===== config.mk =====
export PLATFORM = sky130hd
export DESIGN_NAME = id_ex_operand_stage
export DESIGN_NICKNAME = d
export VERILOG_FILES = /design/src/rtl/pipeline_pkg.sv /design/src/rtl/operand_forward_mux.sv /design/src/rtl/id_ex_operand_stage.sv
export SDC_FILE = /design/constraint.sdc
export NUM_CORES = 1
export LEC_CHECK = 0
export CORE_MARGIN = 8
export CORE_UTILIZATION = 37
export CTS_CLUSTER_DIAMETER = 120
export DETAILED_ROUTE_END_ITERATION = 7
export GPL_TIMING_DRIVEN = 0
export PLACE_DENSITY_LB_ADDON = 0.12
export SYNTH_ARGS = -nofsm -noshare
export SYNTH_HDL_FRONTEND = slang
export SYNTH_SLANG_ARGS = --single-unit

===== constraint.sdc =====
create_clock -name ClockInput -period 1.5 [get_ports ClockInput]
set_input_delay 0.375 -clock ClockInput [delete_from_list [all_inputs] [get_ports ClockInput]]
set_output_delay 0.375 -clock ClockInput [all_outputs]
set_load 0.01 [all_outputs]

===== src/rtl/pipeline_pkg.sv =====
// Shared pipeline types: forwarding selects, opcodes, data width,
// ID/EX bundle and the operand-stage FSM encoding.
package pipeline_pkg;

    localparam int DATA_W = 16;

    typedef enum logic [1:0] {
        FwdRegFile        = 2'd0,
        FwdEX_ALUResult   = 2'd1,
        FwdMEM_ALUResult  = 2'd2,
        FwdMEM_MemoryRead = 2'd3
    } fwd_sel_e;

    localparam logic [3:0] NOP = 4'd0;
    localparam logic [3:0] ALU = 4'd1;
    localparam logic [3:0] LW  = 4'd2;

    typedef enum logic {
        RUN    = 1'b0,
        BUBBLE = 1'b1
    } op_state_e;

    typedef struct packed {
        logic              valid;
        logic [3:0]        opcode;
        logic [3:0]        rd;
        logic [DATA_W-1:0] op_a;
        logic [DATA_W-1:0] op_b;
    } id_ex_t;

endpackage


===== src/rtl/operand_forward_mux.sv =====
// 4:1 forwarding select for one execute-stage operand.
// Pure routing: the chosen source passes through unmodified.
module operand_forward_mux
    import pipeline_pkg::*;
(
    input  logic [1:0]        sel,
    input  logic [DATA_W-1:0] reg_data,
    input  logic [DATA_W-1:0] ex_alu,
    input  logic [DATA_W-1:0] mem_alu,
    input  logic [DATA_W-1:0] mem_read,
    output logic [DATA_W-1:0] operand
);

    always_comb begin
        operand = reg_data;
        unique case (fwd_sel_e'(sel))
            FwdRegFile:        operand = reg_data;
            FwdEX_ALUResult:   operand = ex_alu;
            FwdMEM_ALUResult:  operand = mem_alu;
            FwdMEM_MemoryRead: operand = mem_read;
            default:           operand = reg_data;
        endcase
    end

endmodule


===== src/rtl/id_ex_operand_stage.sv =====
// ID/EX register with operand forwarding and one-bubble load-use stall.
// Optional saturating stall counter built when STALL_COUNTER_EN is defined.
module id_ex_operand_stage
    import pipeline_pkg::*;
(
    input  logic        ClockInput,
    input  logic        ResetInputN,
    input  logic        ID_Valid,
    input  logic [3:0]  ID_OpCode,
    input  logic [3:0]  ID_Rdestination,
    input  logic [15:0] ID_RegPrimary,
    input  logic [15:0] ID_RegSecondary,
    input  logic [1:0]  ID_FwdPrimary,
    input  logic [1:0]  ID_FwdSecondary,
    input  logic        StallRequest,
    input  logic        FlushRequest,
    input  logic [15:0] EX_ALUResult,
    input  logic [15:0] MEM_ALUResult,
    input  logic [15:0] MEM_MemoryRead,
    output logic        EX_Valid,
    output logic [3:0]  EX_OpCode,
    output logic [3:0]  EX_Rdestination,
    output logic [15:0] EX_OperandPrimary,
    output logic [15:0] EX_OperandSecondary,
    output logic        ID_Hold
`ifdef STALL_COUNTER_EN
    ,
    output logic [15:0] StallCount
`endif
);

    op_state_e         state;
    op_state_e         state_nxt;
    id_ex_t            ex_q;
    id_ex_t            ex_nxt;
    logic [DATA_W-1:0] fwd_a;
    logic [DATA_W-1:0] fwd_b;
    logic              do_flush;
    logic              do_stall;
    logic              do_idle;
    logic              do_take;

    operand_forward_mux u_fwd_a (
        .sel      (ID_FwdPrimary),
        .reg_data (ID_RegPrimary),
        .ex_alu   (EX_ALUResult),
        .mem_alu  (MEM_ALUResult),
        .mem_read (MEM_MemoryRead),
        .operand  (fwd_a)
    );

    operand_forward_mux u_fwd_b (
        .sel      (ID_FwdSecondary),
        .reg_data (ID_RegSecondary),
        .ex_alu   (EX_ALUResult),
        .mem_alu  (MEM_ALUResult),
        .mem_read (MEM_MemoryRead),
        .operand  (fwd_b)
    );

    // Mutually exclusive edge actions; flush outranks everything.
    assign do_flush = FlushRequest;
    assign do_stall = !FlushRequest && StallRequest && (state == RUN);
    assign do_idle  = !FlushRequest && !do_stall && !ID_Valid;
    assign do_take  = !FlushRequest && !do_stall && ID_Valid;

    assign ID_Hold = ResetInputN && do_stall;

    always_comb begin
        state_nxt = state;
        ex_nxt    = '0;
        unique case (1'b1)
            do_flush: state_nxt = RUN;
            do_stall: state_nxt = BUBBLE;
            do_idle:  state_nxt = state;
            do_take: begin
                state_nxt = RUN;
                ex_nxt    = '{valid:  1'b1,
                              opcode: ID_OpCode,
                              rd:     ID_Rdestination,
                              op_a:   fwd_a,
                              op_b:   fwd_b};
            end
            default: state_nxt = state;
        endcase
    end

    always_ff @(posedge ClockInput or negedge ResetInputN) begin
        if (!ResetInputN) begin
            state <= RUN;
            ex_q  <= '0;
        end else begin
            state <= state_nxt;
            ex_q  <= ex_nxt;
        end
    end

    assign EX_Valid            = ex_q.valid;
    assign EX_OpCode           = ex_q.opcode;
    assign EX_Rdestination     = ex_q.rd;
    assign EX_OperandPrimary   = ex_q.op_a;
    assign EX_OperandSecondary = ex_q.op_b;

`ifdef STALL_COUNTER_EN
    always_ff @(posedge ClockInput or negedge ResetInputN) begin
        if (!ResetInputN) begin
            StallCount <= '0;
        end else if (ID_Hold && (StallCount != 16'hFFFF)) begin
            StallCount <= StallCount + 16'd1;
        end
    end
`endif

endmodule


==> insert_results.sql, run 1 <==
INSERT INTO impl_metrics (metric_group, metric, value, unit) VALUES
('place', 'gp_congestion', '0.701', ''),
('timing', 'finalSetupViolCount', '1', ''),
('die', 'i_o_pins', '139', ''),
('global_route', 'grt_busiest_layer', 'met2', ''),
('detailed_routing', 'post_drt_via_cell_ratio', '5.15', ''),
('place', 'dpl_cell_area', '3670', 'um2'),
('timing', 'timing_hold_violations_final', '0', ''),
('setup_path', 'critical_path_endpoint', 'ID_Hold', ''),
('setup_path', 'critical_path_at', '1220', 'ps'),
('synthesis', 'synth_register_bits', '42', ''),
('detailed_routing', 'drt_iter0_drc', '43', ''),
('cells_and_area', 'stdcell_area', '3810', 'um2'),
('cells_and_area', 'design.final.nets', '378', ''),
('cells_and_area', 'syn_to_layout_area_delta', '72.0', '%'),
('cells_and_area', 'drive_gt1_share', '17.4', '%'),
('synthesis', 'synth_area', '2220', 'um2'),
('clock_tree', 'cts.sink_count', '42', ''),
('clock_tree', 'hold_buffers', '0', ''),
('power', 'power.static_leakage', '1.93', 'nW'),
('global_route', 'number_of_global_route_vias_before_repair', '2105', ''),
('place', 'place.detailed.hpwl', '5.66', 'mm'),
('clock_tree', 'cts-htree-levels', '2', ''),
('detailed_routing', 'first_pass_iters', '4', ''),
('clock_tree', 'numCtsBuffers', '5', ''),
('detailed_routing', 'post_route_antenna_net_violation_count', '0', ''),
('synthesis', 'average_footprint_of_a_synthesized_cell', '16.3', 'um2'),
('global_route', 'gr-usage-all-layers', '16.6', '%'),
('timing', 'finalWorstPathRequiredPeriod', '1590', 'ps'),
('synthesis', 'syn_inst', '136', ''),
('timing', 'grt_setup_unrepaired', 'yes', ''),
('detailed_routing', 'average_wire_per_cell_in_the_routed_design', '20.1', 'um'),
('global_route', 'grt_first_pass_wirelength', '11.2', 'mm'),
('die', 'core', '5850', 'um2'),
('setup_path', 'timing.reg2reg.worst_path_depth', '5', ''),
('clock_tree', 'cts-root-to-sink-buffers', '2', ''),
('job', 'cap_violations', '0', ''),
('cells_and_area', 'final_design_utilization', '65.2', '%'),
('timing', 'timing.clock.skew', '4.52', 'ps'),
('die', 'die-height', '93.4', 'um'),
('timing', 'max_slew.worst_pin.slew', '461', 'ps'),
('status', 'violations', 'negative setup slack', ''),
('die', 'initial_core_util', '37.9', '%'),
('timing', 'final.setup.worst_slack', '-90.4', 'ps'),
('clock_tree', 'cts_root_buf', 'clkbuf_8', ''),
('global_route', 'grt_overflow_total', '0', ''),
('setup_path', 'crit_path_start_kind', 'flip-flop', ''),
('setup_path', 'critPathKind', 'reg -> out', ''),
('global_route', 'use_met3', '5.05', '%'),
('detailed_routing', 'drc', '0', ''),
('synthesis', 'synth_cell_type_count', '13', ''),
('setup_path', 'worst_r2r_endpoint', 'EX_OperandSecondary[10]', ''),
('setup_path', 'worstSetupStartpoint', 'state', ''),
('timing', 'report.final.slew_viol_count', '0', ''),
('timing', 'max_clock_freq', '629', 'MHz'),
('timing', 'holdWs', '3.83', 'ps'),
('global_route', 'gr-usage-met2', '29.0', '%'),
('die', 'floorplan.die_area', '8730', 'um2'),
('timing', 'maxSlewHeadroom', '69.3', '%'),
('setup_path', 'crit_fanout', '2', ''),
('clock_tree', 'cts_tree', 'yes', ''),
('setup_path', 'critPathRequiredTime', '1120', 'ps'),
('setup_path', 'cp-end-kind', 'output pin', ''),
('detailed_routing', 'totalWireLength', '7.17', 'mm'),
('synthesis', 'ys_seq_area_share', '47.4', '%'),
('global_route', 'grtUsageMet1', '18.8', '%'),
('synthesis', 'synth.yosys.warnings', '0', ''),
('worst_hold_path', 'hold_path.class', 'in -> async', ''),
('detailed_routing', 'vias', '1838', ''),
('power', 'vdd_ir_drop_max', '0.000393', 'V'),
('power', 'power-per-cell-area', '773', 'nW/um2'),
('setup_path', 'r2r_start', 'state', ''),
('clock_tree', 'clk-insertion-delay-late', '280', 'ps'),
('synthesis', 'synthesis.nets', '233', ''),
('clock_tree', 'clock_pin_transition_on_the_worst_setup_and_hold_timing_paths', '80', 'ps'),
('timing', 'tns', '-90.4', 'ps'),
('die', 'core.rowCount', '28', ''),
('die', 'die_width', '93.4', 'um'),
('timing', 'timing.final.crit_share', '106', '%'),
('global_route', 'antenna_found_initial', '0', ''),
('global_route', 'largest_net_degree_at_the_start_of_global_routing', '23', ''),
('status', 'status', 'finished with violations', ''),
('setup_path', 'rrSetupSlack', '120', 'ps'),
('cells_and_area', 'nFillCells', '473', ''),
('place', 'port_buffer_cells', '134', ''),
('cells_and_area', 'diodes', '0', '');
-- layout make-up --
| class | count | area (um2) | area share, % |
|---|---|---|---|
| flip-flops and latches | 42 | 1050 | 27.6 |
| repair buffers | 138 | 1330 | 34.9 |
| clock buffers | 6 | 82.6 | 2.17 |
| plain buffers | 16 | 129 | 3.38 |
| clock inverters | 2 | 60.1 | 1.57 |
| multi-input cells | 78 | 1070 | 28.0 |
| well taps | 75 | 93.8 | 2.46 |
-- cells in the final DEF, fill, tap and decap left out --
| cell type | n |
|---|---|
| nor2b_1 | 1 |
| clkbuf_4 | 1 |
| buf_16 | 1 |
| buf_8 | 1 |
| buf_6 | 2 |
| clkbuf_1 | 3 |
| nand2b_4 | 1 |
| nand2b_1 | 1 |
| mux4_1 | 12 |
| nor3b_2 | 1 |
| and2_1 | 1 |
| dfrtp_1 | 42 |
| clkbuf_2 | 4 |
| buf_4 | 3 |
| mux4_2 | 20 |
| a21oi_1 | 1 |
| buf_2 | 5 |
| clkdlybuf4s50_1 | 90 |
| bufinv_16 | 2 |
| and3_1 | 40 |
| dlygate4sd2_1 | 42 |
| clkbuf_8 | 6 |
| buf_12 | 2 |
-- synth_stat cells (all sizes together) --
cell | n | area (um2)
clkbuf | 8 | 30.0
nor2b | 1 | 6.26
nor3b | 1 | 7.51
mux4 | 32 | 766
a21oi | 1 | 5.00
and3 | 40 | 250
dfrtp | 42 | 1050
and2 | 1 | 6.26
buf | 8 | 82.6
nand2b | 2 | 12.5
-- sequential cells by signal, indices dropped and copies added (netlist names) --
name                 cells
EX_OpCode                4
EX_OperandPrimary       16
EX_OperandSecondary     16
EX_Rdestination          4
EX_Valid                 1
state                    1
-- worst min path at each step --
stage,start,end,slack [ps]
after floorplan,ResetInputN,EX_OpCode[0],80
after global placement,state,state,530
final,ResetInputN,state,4
after global routing,ResetInputN,state,10
after CTS,ResetInputN,state,60
after detailed placement,ResetInputN,state,380
-- power by group --
group          leakage, nW  switching [mW]  internal, mW
sequential           0.573         0.00996          1.17
combinational         1.29           0.233         0.450
clock               0.0714           0.369         0.710
-- metal layers --
layer  share of wire [%]  routed length (um)
met1                  37                2670
met2                  54                3850
met3                 8.3                 594
met4                0.86                  62
met5                   0                   0
-- per-stage QoR --
step                worst slack (ps)  power [mW]  instances
floorplan                       75.2        1.48        136
finish                         -90.4        2.95        357
CTS                             -116        2.98        356
detailed placement              -904        1.91        346
global route                    -151        3.09        357
global placement               -1920        1.89        345
-- worst max-delay path, cell delays in order, from the launching register on --
cell	delay, ps
dfrtp_1	380
nand2b_4	150
buf_8	110
nor3b_2	130
buf_2	150
-- logic make-up (layout without fill, tap and decap cells) --
group | count (synthesis) | count (layout) | share of synthesized area (%)
AND/OR/NAND/NOR | 45 | 45 | 12.8
AO/OA/AOI/OAI | 1 | 1 | 0.226
flip-flops | 42 | 42 | 47.4
multiplexers | 32 | 32 | 34.5
buffers and inverters | 16 | 162 | 5.08
-- timing repair --
action | 4_1_cts | 5_1_grt
cloned | 0 | 0
setup endpoints to repair | 65 | 22
buffers inserted | 2 | 1
resized for setup | 54 | 4
No activity file was read; power rests on OpenSTA's default activity.
==> inputs of run 2 (changes only) <==
Settings changed: RECOVER_POWER from default to 50.
==> run 2 against run 1 <==
Against the previous run: the run ends with negative hold slack, negative setup slack left; utilization decreased by 0.26 points; worst hold slack worse by 16 ps; flip-flop and latch count stayed put; combinational power shrank 0.9%; wire length hardly changed; largest cell class unchanged; highest routed layer unchanged.
==> insert_results.sql, run 2 (synthesized netlist as in run 1, its figures left out) <==
INSERT INTO impl_metrics (metric_group, metric, value, unit) VALUES
('clock_tree', 'cts_tree', 'yes', ''),
('timing', 'grt_setup_unrepaired', 'yes', ''),
('clock_tree', 'cts.sink_count', '42', ''),
('power', 'report.power.total', '2.94', 'mW'),
('cells_and_area', 'design.final.nets', '378', ''),
('clock_tree', 'cts-htree-levels', '2', ''),
('setup_path', 'critPathKind', 'reg -> out', ''),
('cells_and_area', 'layout.cells.most_common_list', 'clkdlybuf4s50_1, dfrtp_1, dlygate4sd2_1', ''),
('power', 'switching_share', '20.8', '%'),
('die', 'core', '5850', 'um2'),
('timing', 'finalSetupViolCount', '1', ''),
('detailed_routing', 'post_drt_via_cell_ratio', '5.15', ''),
('cells_and_area', 'syn_to_layout_area_delta', '71.3', '%'),
('timing', 'final.setup.worst_slack', '-90.4', 'ps'),
('clock_tree', 'clock_pin_transition_on_the_worst_setup_and_hold_timing_paths', '80', 'ps'),
('setup_path', 'crit_fanout', '2', ''),
('timing', 'holdWs', '-11.8', 'ps'),
('power', 'comb_power_share', '23.0', '%'),
('cells_and_area', 'layout_commonest_cell', 'clkdlybuf4s50_1', ''),
('die', 'core.rowCount', '28', ''),
('clock_tree', 'cts-root-to-sink-buffers', '2', ''),
('detailed_routing', 'met3WireLength', '594', 'um'),
('setup_path', 'critical_path_at', '1220', 'ps'),
('setup_path', 'crit_path_start_kind', 'flip-flop', ''),
('clock_tree', 'numCtsBuffers', '5', ''),
('place', 'dp.cells', '346', ''),
('timing', 'timing.clock.skew', '4.52', 'ps'),
('cells_and_area', 'drive_gt1_share', '17.0', '%'),
('setup_path', 'critPathRequiredTime', '1120', 'ps'),
('global_route', 'number_of_global_route_vias_before_repair', '2105', ''),
('global_route', 'grt_overflow_total', '0', ''),
('global_route', 'largest_net_degree_at_the_start_of_global_routing', '23', ''),
('timing', 'max_slew.worst_pin.slew', '934', 'ps'),
('die', 'die-height', '93.4', 'um'),
('timing', 'maxSlewHeadroom', '37.6', '%'),
('cells_and_area', 'finish.cell_count_without_fillers', '357', ''),
('status', 'status', 'finished with violations', ''),
('global_route', 'gr-usage-all-layers', '16.6', '%'),
('status', 'violations', 'negative hold slack, negative setup slack', ''),
('place', 'place.detailed.hpwl', '5.66', 'mm'),
('power', 'vdd_ir_drop_max', '0.000393', 'V'),
('power', 'power.static_leakage', '1.93', 'nW'),
('detailed_routing', 'drc', '0', ''),
('timing', 'report.final.slew_viol_count', '0', ''),
('power', 'power_frac_seq', '40.3', '%'),
('power', 'netSwitchingPower', '0.612', 'mW'),
('place', 'gp_congestion', '0.701', ''),
('timing', 'timing.final.crit_share', '106', '%'),
('cells_and_area', 'diodes', '0', ''),
('power', 'p_int', '2.33', 'mW'),
('global_route', 'antenna_found_initial', '0', ''),
('setup_path', 'cp-end-kind', 'output pin', ''),
('die', 'die_width', '93.4', 'um'),
('job', 'cap_violations', '0', ''),
('detailed_routing', 'top_layer', 'met4', ''),
('die', 'initial_core_util', '37.9', '%'),
('detailed_routing', 'average_wire_per_cell_in_the_routed_design', '20.1', 'um'),
('detailed_routing', 'post_route_antenna_net_violation_count', '0', ''),
('global_route', 'grt_first_pass_wirelength', '11.2', 'mm'),
('timing', 'finalWorstPathRequiredPeriod', '1590', 'ps'),
('clock_tree', 'clk-insertion-delay-late', '280', 'ps'),
('clock_tree', 'cts_root_buf', 'clkbuf_8', ''),
('detailed_routing', 'first_pass_iters', '4', ''),
('place', 'port_buffer_cells', '134', ''),
('power', 'p_clk_share', '36.7', '%'),
('timing', 'max_clock_freq', '629', 'MHz'),
('detailed_routing', 'met2_wirelength', '3.85', 'mm'),
('timing', 'timing_hold_violations_final', '20', ''),
('worst_hold_path', 'hold_path.class', 'in -> async', ''),
('power', 'power-per-cell-area', '774', 'nW/um2'),
('detailed_routing', 'met1_length', '2.67', 'mm'),
('detailed_routing', 'drt_iter0_drc', '41', ''),
('detailed_routing', 'vias', '1837', ''),
('clock_tree', 'hold_buffers', '0', ''),
('die', 'floorplan.die_area', '8730', 'um2'),
('detailed_routing', 'totalWireLength', '7.17', 'mm'),
('die', 'i_o_pins', '139', '');
-- run 2: changes by cell type in the layout (fill, tap and decap cells not counted), sizes merged --
| cell | before | now |
|---|---|---|
| buf | 14 | 13 |
| dlymetal6s2s | 0 | 1 |
-- run 2: per-layer routing --
metal | vias up | track usage (%)
li1 | 836 | -
met1 | 915 | 18.8
met2 | 81 | 29.0
met3 | 5 | 5.05
met4 | 0 | 5.23
met5 | - | 0
-- run 2: power groups by stage --
| stage | Combinational, mW | Sequential [mW] | Clock, mW |
|---|---|---|---|
| floorplan | 0.250 | 1.23 | 0 |
| global placement | 0.685 | 1.21 | 0 |
| detailed placement | 0.700 | 1.21 | 0 |
| CTS | 0.687 | 1.19 | 1.10 |
| global route | 0.731 | 1.19 | 1.16 |
| finish | 0.677 | 1.18 | 1.08 |
-- run 2: area by class of cell --
type	instances	area [um2]
Timing Repair Buffer	138	1320
Sequential cell	42	1050
Multi-Input combinational cell	78	1070
Tap cell	75	93.8
Buffer	16	129
Clock buffer	6	82.6
Clock inverter	2	60.1
Fill cell	475	2050
-- run 2: worst paths after layout --
check / from / end / slack [ps] / cells after the start
setup / recovery: state / ID_Hold / -90 / 4
hold / removal: ResetInputN / state / -10 / 1
setup reg to reg: state / EX_OperandSecondary[10] / 120 / 5
hold reg to reg: state / state / 560 / 2
max in group asynchronous: ResetInputN / EX_OperandSecondary[8] / 330 / 2
min in group ClockInput: state / state / 560 / 2
-- run 2: metrics by stage --
stage	cell area (um2)	TNS (ps)	hold slack (ps)	setup WS, ps	utilization (%)
floorplan	2220	0	79.4	75.2	-
global placement	3650	-53900	526	-1920	62.4
detailed placement	3670	-12330	381	-904	62.8
CTS	3800	-116	62.7	-116	65.0
global route	3800	-2580	-5.15	-151	64.9
finish	3800	-90.4	-11.8	-90.4	64.9
-- run 2: critical path, cell delays in order (launching register included) --
cell      delay [ps]
dfrtp_1          380
nand2b_4         150
buf_8            110
nor3b_2          130
buf_2            150
-- run 2: what timing repair did --
item / in CTS / in global routing
endpoints found under the setup margin: 65 / 22
setup buffers: 2 / 1
gates resized for setup: 54 / 4
hold endpoints to repair: 0 / 0
